==> config.mk <==
export PLATFORM = sky130hd
export DESIGN_NAME = banco_registros_rtc
export DESIGN_NICKNAME = d
export VERILOG_FILES = /design/src/rtl/banco_registros_rtc.sv
export SDC_FILE = /design/constraint.sdc
export NUM_CORES = 1
export LEC_CHECK = 0
export BUFFER_PORTS_ARGS = -buffer_cell sky130_fd_sc_hd__buf_2
export CAP_MARGIN = 20
export CORE_MARGIN = 2
export CORE_UTILIZATION = 60
export CTS_CLUSTER_SIZE = 8
export DETAILED_ROUTE_END_ITERATION = 6
export PLACE_DENSITY_LB_ADDON = 0.12
export RECOVER_POWER = 100
export SKIP_LAST_GASP = 1
export SYNTH_ARGS = -nofsm -noshare
export SYNTH_HDL_FRONTEND = slang
export SYNTH_SLANG_ARGS = --single-unit
==> constraint.sdc <==
create_clock -name CLK -period 3.7 [get_ports CLK]
set_input_delay 0.185 -clock CLK [delete_from_list [all_inputs] [get_ports CLK]]
set_output_delay 0.185 -clock CLK [all_outputs]
set_load 0.02 [all_outputs]
==> src/rtl/banco_registros_rtc.sv <==
// banco_registros_rtc: time/alarm/status register bank.
//
// Holds a 15-entry register map and serves single-beat read/write requests
// from two requesters. The RTC refresh engine has fixed priority over the
// user controller. Time and alarm writes are checked for legal BCD ranges.
// Write permissions are enforced per register. The alarm flag (reg 10 bit 0)
// is raised whenever the enabled alarm time matches the current time.
//
// Ports
//   CLK, reset                    clock (rising edge), async active-low reset
//   req_us/wr_us/addr_us/
//   dato_us_in                    user request, held until ack_us
//   dato_us_out/ack_us/err_us     user completion (one-cycle ack, data, error)
//   req_rtc/wr_rtc/addr_rtc/
//   dato_rtc_in                   RTC engine request, held until ack_rtc
//   dato_rtc_out/ack_rtc          RTC completion (one-cycle ack, data)
//   edicion                       user edit mode, blocks RTC writes to regs 1-6
//   alarma                        registered copy of reg 10 bit 0
module banco_registros_rtc #(
  parameter int unsigned N_REG       = 15,
  parameter logic [7:0]  RST_DIA_MES = 8'h01
) (
  input  logic       CLK,
  input  logic       reset,
  input  logic       req_us,
  input  logic       wr_us,
  input  logic [3:0] addr_us,
  input  logic [7:0] dato_us_in,
  output logic [7:0] dato_us_out,
  output logic       ack_us,
  output logic       err_us,
  input  logic       req_rtc,
  input  logic       wr_rtc,
  input  logic [3:0] addr_rtc,
  input  logic [7:0] dato_rtc_in,
  output logic [7:0] dato_rtc_out,
  output logic       ack_rtc,
  input  logic       edicion,
  output logic       alarma
);

  typedef enum logic [1:0] {StIdle, StSrvRtc, StSrvUs, StAck} state_e;

  state_e     state_q, state_d;
  logic [7:0] regs_q [16];
  logic [7:0] regs_d [16];
  logic       ack_us_q, ack_us_d;
  logic       ack_rtc_q, ack_rtc_d;
  logic       err_us_q, err_us_d;
  logic [7:0] dato_us_q, dato_us_d;
  logic [7:0] dato_rtc_q, dato_rtc_d;
  logic       alarma_q, alarma_d;

  logic       sel_rtc;
  logic       acc_wr;
  logic [3:0] acc_addr;
  logic [7:0] acc_din;
  logic       addr_ok;
  logic [7:0] rd_val;
  logic       us_wr_ok;
  logic       rtc_wr_ok;
  logic       alarm_match;

  // Range check for BCD-coded time/alarm registers; other registers take any value.
  function automatic logic bcd_ok(input logic [3:0] a, input logic [7:0] v);
    logic dig;
    logic ok;
    dig = (v[7:4] <= 4'd9) && (v[3:0] <= 4'd9);
    case (a)
      4'd1, 4'd2, 4'd7, 4'd8: ok = dig && (v <= 8'h59);
      4'd3, 4'd9:             ok = dig && (v <= 8'h23);
      4'd4:                   ok = dig && (v >= 8'h01) && (v <= 8'h31);
      4'd5:                   ok = dig && (v >= 8'h01) && (v <= 8'h12);
      4'd6:                   ok = dig;
      default:                ok = 1'b1;
    endcase
    return ok;
  endfunction

  always_comb begin
    state_d    = state_q;
    regs_d     = regs_q;
    ack_us_d   = 1'b0;
    ack_rtc_d  = 1'b0;
    err_us_d   = 1'b0;
    dato_us_d  = 8'h00;
    dato_rtc_d = 8'h00;
    alarma_d   = regs_q[10][0];

    // Both SRV states share one datapath; the state picks the port.
    sel_rtc  = (state_q == StSrvRtc);
    acc_wr   = sel_rtc ? wr_rtc      : wr_us;
    acc_addr = sel_rtc ? addr_rtc    : addr_us;
    acc_din  = sel_rtc ? dato_rtc_in : dato_us_in;

    addr_ok = (acc_addr != 4'd0) && (32'(acc_addr) <= N_REG);
    rd_val  = addr_ok ? regs_q[acc_addr] : 8'h00;

    // Status regs are RTC-owned; user may only clear the alarm flag register.
    us_wr_ok  = addr_ok && bcd_ok(acc_addr, acc_din) && (acc_addr < 4'd13) &&
                !((acc_addr == 4'd10) && (acc_din != 8'h00));
    rtc_wr_ok = addr_ok && bcd_ok(acc_addr, acc_din) &&
                !(edicion && (acc_addr >= 4'd1) && (acc_addr <= 4'd6));

    alarm_match = regs_q[11][0] && (regs_q[1] == regs_q[7]) &&
                  (regs_q[2] == regs_q[8]) && (regs_q[3] == regs_q[9]);

    unique case (state_q)
      StIdle: begin
        if (req_rtc) begin
          state_d = StSrvRtc;
        end else if (req_us) begin
          state_d = StSrvUs;
        end
      end
      StSrvRtc: begin
        state_d   = StAck;
        ack_rtc_d = 1'b1;
        if (acc_wr) begin
          if (rtc_wr_ok) begin
            regs_d[acc_addr] = acc_din;
          end
        end else begin
          dato_rtc_d = rd_val;
        end
      end
      StSrvUs: begin
        state_d  = StAck;
        ack_us_d = 1'b1;
        if (acc_wr) begin
          if (us_wr_ok) begin
            regs_d[acc_addr] = acc_din;
          end else begin
            err_us_d = 1'b1;
          end
        end else begin
          dato_us_d = rd_val;
          err_us_d  = !addr_ok;
        end
      end
      StAck: begin
        state_d = StIdle;
      end
      default: begin
        state_d = StIdle;
      end
    endcase

    // Applied after the access so a simultaneous user clear loses to the set.
    if (alarm_match) begin
      regs_d[10][0] = 1'b1;
    end
  end

  always_ff @(posedge CLK or negedge reset) begin
    if (!reset) begin
      state_q    <= StIdle;
      ack_us_q   <= 1'b0;
      ack_rtc_q  <= 1'b0;
      err_us_q   <= 1'b0;
      dato_us_q  <= 8'h00;
      dato_rtc_q <= 8'h00;
      alarma_q   <= 1'b0;
      for (int i = 0; i < 16; i++) begin
        regs_q[i] <= ((i == 4) || (i == 5)) ? RST_DIA_MES : 8'h00;
      end
    end else begin
      state_q    <= state_d;
      ack_us_q   <= ack_us_d;
      ack_rtc_q  <= ack_rtc_d;
      err_us_q   <= err_us_d;
      dato_us_q  <= dato_us_d;
      dato_rtc_q <= dato_rtc_d;
      alarma_q   <= alarma_d;
      regs_q     <= regs_d;
    end
  end

  assign dato_us_out  = dato_us_q;
  assign ack_us       = ack_us_q;
  assign err_us       = err_us_q;
  assign dato_rtc_out = dato_rtc_q;
  assign ack_rtc      = ack_rtc_q;
  assign alarma       = alarma_q;

endmodule

After elaboration in Yosys (flattened, before gate mapping)
Cells that the tools add are included.
{"block": "op_classes", "order_cmp": 12, "n_eq_ne": 25, "n_mux": 28, "bitwise": 1, "n_reduce_logical": 30}
{"operator": "two-way mux 128 bit", "n": 4}
{"operator": "one-hot mux 128 bit (2 select lines)", "n": 1}
{"operator": "bitwise mux 128 bit", "n": 1}
{"operator": "two-way mux 8 bit", "n": 8}
{"operator": "binary-select mux 8 bit (select 4 bit)", "n": 1}
{"operator": "demux 8 bit (select 4 bit)", "n": 1}
{"operator": "equality test 8 bit", "n": 3}
{"operator": "logical AND 1 bit", "n": 17}
{"operator": "equality test 4 x 3 -> 1 bit, second input constant", "n": 4}
{"operator": "less-or-equal comparator 8 x 6 -> 1 bit, second input constant", "n": 2}
{"operator": "equality test 4 bit, second input constant", "n": 3}
{"operator": "AND reduction 5 bit", "n": 2}
{"operator": "!= test 3 bit, second input constant", "n": 3}
{"operator": "equality test 4 x 2 -> 1 bit, second input constant", "n": 2}
{"operator": ">= comparator 8 x 1 -> 1 bit, second input constant", "n": 1}
{"operator": "less-or-equal comparator 4 bit, second input constant", "n": 2}
{"operator": "less-or-equal comparator 8 x 5 -> 1 bit, second input constant", "n": 1}
{"operator": "less-or-equal comparator 8 x 7 -> 1 bit, second input constant", "n": 1}
{"operator": "nonzero test 8 bit", "n": 1}
{"operator": "two-way mux 1 bit", "n": 7}
{"operator": "!= test 3 x 1 -> 1 bit, second input constant", "n": 2}
{"operator": "one-hot mux 2 bit (3 select lines)", "n": 1}
{"operator": ">= comparator 5 bit, second input constant", "n": 1}
{"operator": "less-than comparator 5 x 1 -> 1 bit, second input constant", "n": 1}
{"operator": "19 further kinds", "n": 26}
{"block": "totals", "regBits": 150, "input_bits": 31, "out_inout_bits": 20}

Logic depth before layout (Yosys ltp)
Gate-level depths: netlist (run 1).
{"block": "logic_depth", "depth_word": 14, "mapped_depth": 14}

Least setup slack after synthesis (run 1)
No wires, ideal clock.
{"block": "synth_timing", "path_type": "reg2reg", "startpoint": "register state_q[1]", "endpoint": "register regs_q[81] (netlist name)", "setup_ns": 0.125, "arrival_time_ns": 3.073, "required_ns": 3.575, "path_slack_ns": 0.502, "stages_incl_launch_ff": 15, "path_buffers": 5, "synth_period_minus_slack_ns": 3.198, "path_cell_list": "dfrtp_1 -> inv_1 -> ha_1 -> buf_2 -> buf_6 -> buf_6 -> buf_2 -> mux2i_1 -> o21ai_0 -> nor3b_1 -> a31oi_1 -> a2111oi_0 -> a21o_1 -> buf_4 -> mux2_2"}
{"block": "synth_between", "elab_chain_len": 12, "word_cells_on_any_way": 63}
{"element": "start: declaration", "line_no": "44", "text": "state_e state_q, state_d;"}
{"element": "start signal: assignment", "line_no": "157", "text": "state_q <= StIdle;"}
{"element": "start signal: assignment", "line_no": "168", "text": "state_q <= state_d;"}
{"element": "parallel branches: the longest is 12 deep, another holds >= comparator 8 x 1 -> 1 bit"}
{"element": "end signal: indexed assignment", "line_no": "165", "text": "regs_q[i] <= ((i == 4) || (i == 5)) ? RST_DIA_MES : 8'h00;"}
{"element": "end signal: assignment", "line_no": "175", "text": "regs_q <= regs_d;"}
{"element": "end: declaration", "line_no": "45", "text": "logic [7:0] regs_q [16];"}
Parallel ways; which one is timed is not known. The select of a mux whose other input is x is not followed.
A chain may end at the register's enable or synchronous reset.

Worst setup path in the final report (run 1)
{"block": "layout_timing", "startpoint": "register state_q[1]", "endpoint": "register regs_q[51] (netlist name)"}
The elaborated chain is that of the path after synthesis.

==> results of run 1 <==
## report_power, final
part	switching, W	internal (W)	total, W
Combinational	0.00170	0.00163	0.00333
Clock	0.000671	0.00106	0.00173
Sequential	0.000497	0.00238	0.00287
Total	0.00287	0.00507	0.00794
## cells in the final DEF, fill, tap and decap left out, drive strengths merged, types with 5 or more instances in the layout
cell type	count
a211oi	7
a21oi	13
and2	13
buf	59
clkbuf	47
dfrtp	148
inv	9
mux2	123
mux2i	14
mux4	35
nand2	24
nand3	5
nor2	33
nor3	5
nor4	10
o21ai	10
o22ai	7
or3b	6
xnor2	9
xor2	15
## flip-flops by register name, indices dropped and copies added, names as in the netlist
| signal | flops |
|---|---|
| regs_q | 127 |
| alarma_d | 1 |
| dato_rtc_out | 8 |
| ack_us | 1 |
| err_us | 1 |
| state_q | 2 |
| alarma | 1 |
| dato_us_out | 8 |
| ack_rtc | 1 |
## layout make-up
cell class / count / area (um^2)
Multi-Input combinational cell: 390 / 3760
Sequential cell: 150 / 3760
Fill cell: 920 / 3700
Timing Repair Buffer: 86 / 497
Clock buffer: 21 / 480
Tap cell: 172 / 215
Clock inverter: 11 / 123
Inverter: 8 / 30.0
## metrics by stage
| step | setup WS, ns | utilization [%] |
|---|---|---|
| 6_report | 0.110 | 70.5 |
| 5_1_grt | -0.0159 | 70.5 |
| 4_1_cts | 0.0631 | 70.7 |
| 3_5_place_dp | -0.272 | 65.6 |
| 3_3_place_gp | -0.240 | 65.6 |
| 2_1_floorplan | 0.502 | - |
## critical path, stage by stage, from the launching register on
cell	delay, ns
dfrtp_1	0.41
inv_1	0.14
ha_4	0.29
or4b_1	0.48
a222oi_1	0.39
buf_4	0.19
a211oi_1	0.09
o21a_1	0.25
nor2_1	0.11
clkbuf_2	0.29
a22o_1	0.31
buf_12	0.17
mux2_2	0.33
## path summary, 6_finish.rpt
| kind | start | slack, ns | endpoint |
|---|---|---|---|
| max | state_q[1]$_DFFE_PN0P_ | 0.11 | regs_q[51]$_DFFE_PN0P_ |
| min | req_rtc | 0.03 | state_q[0]$_DFFE_PN0P_ |
| max reg2reg | state_q[1]$_DFFE_PN0P_ | 0.11 | regs_q[51]$_DFFE_PN0P_ |
| min reg2reg | alarma_d$_DFFE_PN0P_ | 0.42 | alarma$_DFF_PN0_ |
| max in group asynchronous | reset | 0.85 | dato_rtc_out[1]$_DFF_PN0_ |
| min in group asynchronous | reset | 1.07 | dato_us_out[0]$_DFF_PN0_ |
## routing by layer
metal / wire length, um / track usage (%) / part of all wire (%) / vias up
met2: 9760 / 51.2 / 51 / 181
met5: 0 / 0 / 0 / -
met1: 8080 / 41.8 / 42 / 2725
met4: 345 / 10.0 / 1.8 / 0
met3: 1140 / 6.80 / 5.9 / 26
li1: - / - / - / 2329
## repair_timing
item                                    in CTS  in global routing
pin swaps                                    0                  2
hold buffers                                 1                  0
endpoints found under the setup margin      17                 47
setup buffers                                0                  3
gates resized for setup                      4                  2
hold endpoints to repair                   102                  0
## kinds of logic (layout without fill, tap and decap cells)
group / Yosys count / in the layout / synth area share (%)
muxes: 172 / 172 / 30.3
DFF: 150 / 150 / 48.9
and+or+nand+nor: 121 / 121 / 8.37
AOI/OAI and AO/OA: 69 / 69 / 6.45
buffers and inverters: 41 / 126 / 2.62
xor gates and xnor gates: 24 / 24 / 2.74
adders and majority gates: 4 / 4 / 0.652
==> results by group, run 1 <==
Run status
  • Status: finished, violations left
  • Violated checks: max-capacitance violations, max-slew violations

STA
  • Crit path time final: 3.59 ns
  • Final hold vios: 0
  • Layout Skew: 0.0114 ns
  • Hold WS: 0.0293 ns
  • Slew @ Worst Pin: 2.64 ns
  • Fin Setup TNS: 0 ns
  • F_max: 279 MHz
  • Final setup fails: 0
  • Slew headroom: -75.9%
  • Slew Viols, Final: 107
  • Fin crit share: 97.0%

Critical path
  • Worst-path fanout max: 22
  • CP Launch Type: flop
  • Crit Path Category: reg2reg
  • WP data required: 4.01 ns
  • Crit end category: flop
  • R2r worst-path depth: 12
  • CP Data Arrival Time: 3.90 ns

Global route
  • Initial antenna violation count: 0
  • Largest net degree at the start of global routing: 107
  • GR Util All Layers: 31.2%
  • First-pass GRT wire length: 30900 um
  • Vias in the first global route: 5338
  • Total gr overflow: 0

Place
  • IO Port Bufs: 50
  • Post-DP HPWL: 13600 um
  • Placed inst area: 8250 um^2
  • Placed insts: 802
  • Final RePlAce weighted congestion: 0.964

Finish
  • Final nets: 688
  • Area delta synth->final: 15.4%
  • Fin cells: 838
  • Final instance area: 8870 um^2
  • Layout cells sized above 1: 41.3%
  • # diodes: 0

Clock network
  • CTS tree: done
  • Clock latency on the worst-skew pair: 0.43 ns
  • Cts bufs inserted: 17
  • Max clock buf depth: 2
  • Worst-path clk slew: 0.06 ns
  • Sinks on Clock Net: 150
  • CTS root buf: clkbuf_16
  • Clock H-tree levels: 4

Min path
  • Hold path depth: 3
  • Worst min path class: in2reg

Synth
  • Synth cell count leaders: dfrtp_1, mux2_2, mux4_2
  • Synth Flop Type: dfrtp_1
  • EDFF count, synth: 0
  • Sequential share of the synthesized area: 48.9%
  • Netlist cell types: 60
  • Count leader, synth: dfrtp_1
  • Fraction of registers with async set/reset: 100%
  • Post-Synthesis Cells: 581
  • Synth top area share: 48.2%
  • Yosys reg bits: 150
  • Syn Area/Cell: 13.2 um^2
  • Cell taking the most area after synthesis: dfrtp_1
  • Synthesized Nets: 616
  • Synth area leaders: dfrtp_1, mux2_2, mux4_2
  • Synthesized area: 7680 um^2
  • Synth warn: 0

Drt
  • Via count: 5261
  • Vias per inst: 6.28
  • DR pass1 iterations: 5
  • Routed Antenna Nets: 0
  • Iter 0 DRT Violations: 395
  • Wire length per cell: 23.1 um
  • DRC: 0
  • DRT Wirelength: 19300 um

Floorplan
  • Die H: 117 um
  • Die Width: 117 um
  • I/O pins: 51
  • Initial Util: 61.1%
  • Row cnt: 41
  • Area of the core: 12600 um^2
  • Die footprint: 13700 um^2

Job
  • Max Cap Violations: 1

Power and ir drop
  • Leak: 3.90 nW
  • VDD IR max: 0.000577 V
  • Overall power: 0.00794 W
  • Pwr dens: 895 nW/um^2
Note: power is estimated with default switching activity, not from simulation.
==> run 2, diff against run 1 <==
--- a/config.mk
+++ b/config.mk
@@ -10,4 +10,5 @@
 export CORE_MARGIN = 2
 export CORE_UTILIZATION = 60
+export CTS_BUF_LIST = sky130_fd_sc_hd__clkbuf_8
 export CTS_CLUSTER_SIZE = 8
 export DETAILED_ROUTE_END_ITERATION = 6
==> constraint.sdc (replaced) <==
create_clock -name CLK -period 3.7 [get_ports CLK]
set_input_delay 0.185 -clock CLK [delete_from_list [all_inputs] [get_ports CLK]]
set_output_delay 0.185 -clock CLK [all_outputs]
set_load 0.005 [all_outputs]
==> results by group, run 2 (synthesized netlist as in run 1, its figures left out) <==
Floorplan
  • Die H: 117 um (unchanged)
  • Area of the core: 12600 um^2 (unchanged)
  • Die footprint: 13700 um^2 (unchanged)
  • Initial Util: 61.1% (unchanged)
  • Row cnt: 41 (unchanged)
  • I/O pins: 51 (unchanged)
  • Die Width: 117 um (unchanged)

STA
  • Final setup fails: 0 (unchanged)
  • Crit path time final: 3.59 ns (+0.00276 ns)
  • Fin crit share: 97.1% (about the same)
  • Slew @ Worst Pin: 2.61 ns (-0.0265 ns)
  • Slew Viols, Final: 107 (unchanged)
  • Slew headroom: -74.1% (+1.8 points)
  • F_max: 278 MHz (about the same)
  • Final Worst Setup Slack: 0.107 ns (-0.00276 ns)
  • Final hold vios: 0 (unchanged)
  • Layout Skew: 0.0139 ns (+0.00245 ns)
  • Fin Setup TNS: 0 ns (unchanged)

Finish
  • Multi-input gate area: 3760 um^2 (unchanged)
  • Fill count: 934 (+1.5%)
  • Commonest non-fill, non-tap cell in the layout: dfrtp_1
  • Final nets: 688 (unchanged)
  • Largest register FFs: 127 (unchanged)
  • Commonest non-fill, non-tap cells in the layout: dfrtp_1, mux2_2, mux4_2
  • Area delta synth->final: 13.2%
  • Layout cells sized above 1: 41.9% (+0.60 points)
  • Sequential cell area: 3760 um^2 (unchanged)
  • # diodes: 0 (unchanged)
  • Largest Register: regs_q
  • Fin cells: 838 (unchanged)
  • Final instance area: 8700 um^2 (-1.9%)

Power and ir drop
  • Overall power: 0.00741 W (-6.7%)
  • Pwr dens: 852 nW/um^2 (-4.9%)
  • VDD IR max: 0.000550 V (-4.7%)
  • Leak: 3.84 nW (-1.5%)

Clock network
  • Clock H-tree levels: 4 (unchanged)
  • Clock latency on the worst-skew pair: 0.47 ns (+0.04 ns)
  • Max clock buf depth: 2 (unchanged)
  • Cts bufs inserted: 17 (unchanged)
  • CTS tree: done
  • Worst-path clk slew: 0.08 ns (+0.02 ns)
  • CTS root buf: clkbuf_8
  • Sinks on Clock Net: 150 (unchanged)

Drt
  • DR pass1 iterations: 5 (unchanged)
  • Via count: 5273 (+0.23%)
  • Wire length per cell: 22.8 um (-1.0%)
  • DRT Wirelength: 19100 um (-1.0%)
  • DRC: 0 (unchanged)
  • Iter 0 DRT Violations: 337 (-15%)
  • Vias per inst: 6.29 (+0.23%)
  • Routed Antenna Nets: 0 (unchanged)

Job
  • Max Cap Violations: 1 (unchanged)

Run status
  • Status: finished, violations left
  • Violated checks: max-capacitance violations, max-slew violations

Place
  • Post-DP HPWL: 13600 um (unchanged)
  • Placed insts: 802 (unchanged)
  • Final RePlAce weighted congestion: 0.964 (unchanged)
  • Pre-CTS setup slack: -0.272 ns (unchanged)
  • IO Port Bufs: 50 (unchanged)
  • Placed inst area: 8250 um^2 (unchanged)

Critical path
  • Max incr delay on CP: 0.48 ns (about the same)
  • Crit Path Category: reg2reg
  • Crit-path slowest cell: or4b_1
  • Worst-path fanout max: 22 (unchanged)
  • R2r setup slk: 0.11 ns (about the same)
  • CP Data Arrival Time: 3.94 ns (+0.04 ns)
  • Crit end category: flop
  • CP Launch Type: flop
  • WP data required: 4.05 ns (+0.04 ns)
  • Critical path cell sequence: inv_1 > ha_4 > or4b_1 > a222oi_1 > buf_4 > a2111oi_1 > a211o_1 > a2111oi_0 > a21o_2 > mux2_2

Min path
  • Worst min path class: in2reg

Global route
  • Vias in the first global route: 5256 (-1.5%)
  • Total gr overflow: 0 (unchanged)
  • Largest net degree at the start of global routing: 107 (unchanged)
  • First-pass GRT wire length: 30400 um (-1.3%)
  • Initial antenna violation count: 0 (unchanged)
  • GR Util All Layers: 30.7% (-0.45 points)
## run 2: power by group
part,internal (W),switching (W)
Combinational,0.00163,0.00163
Sequential,0.00237,0.000492
Clock,0.000669,0.000611
Total,0.00468,0.00273
## run 2: worst paths after layout
path,startpoint,to,cells after the start
min in group asynchronous,reset,dato_us_out[0]$_DFF_PN0_,2
max in group asynchronous,reset,regs_q[18]$_DFFE_PN0P_,3
min reg2reg,alarma_d$_DFFE_PN0P_,alarma$_DFF_PN0_,0
max reg2reg,state_q[1]$_DFFE_PN0P_,regs_q[84]$_DFFE_PN0P_,10
max,state_q[1]$_DFFE_PN0P_,regs_q[84]$_DFFE_PN0P_,10
min,dato_rtc_in[3],regs_q[123]$_DFFE_PN0P_,3
## run 2: what timing repair did
item                       CTS  global route
hold endpoints to repair   103             0
buffers inserted             0             2
resized for setup            3             3
pin swaps                    0             3
setup endpoints to repair   17            50
hold buffers                 2             0
## run 2: critical path, delay by kind of cell (launching register included)
| kind | cells | cell delay, ns |
|---|---|---|
| AO/OA/AOI/OAI | 5 | 1.60 |
| adder cells (fa/ha/maj) | 1 | 0.29 |
| AND/OR/NAND/NOR | 1 | 0.48 |
| multiplexers | 1 | 0.36 |
| buffers and inverters | 2 | 0.33 |
| flip-flops | 1 | 0.41 |
## run 2: layout make-up
type | count | area share (%)
Clock buffer | 21 | 3.32
Timing Repair Buffer | 86 | 5.98
Tap cell | 172 | 2.47
Inverter | 8 | 0.345
Clock inverter | 11 | 1.41
Sequential cell | 150 | 43.2
Multi-Input combinational cell | 390 | 43.3
## run 2: metrics by stage
step                util [%]  hold slack (ns)
floorplan                  -           -0.111
CTS                     69.2           0.0618
detailed placement      65.6            0.365
global placement        65.6            0.348
global route            69.2            0.116
finish                  69.2           0.0789
## run 2: per-layer routing
metal	up-vias	global-route usage, %	routed length [um]
li1	2331	-	-
met1	2733	41.1	7960
met2	177	50.3	9720
met3	32	6.69	1100
met4	0	10.3	354
met5	-	0	0
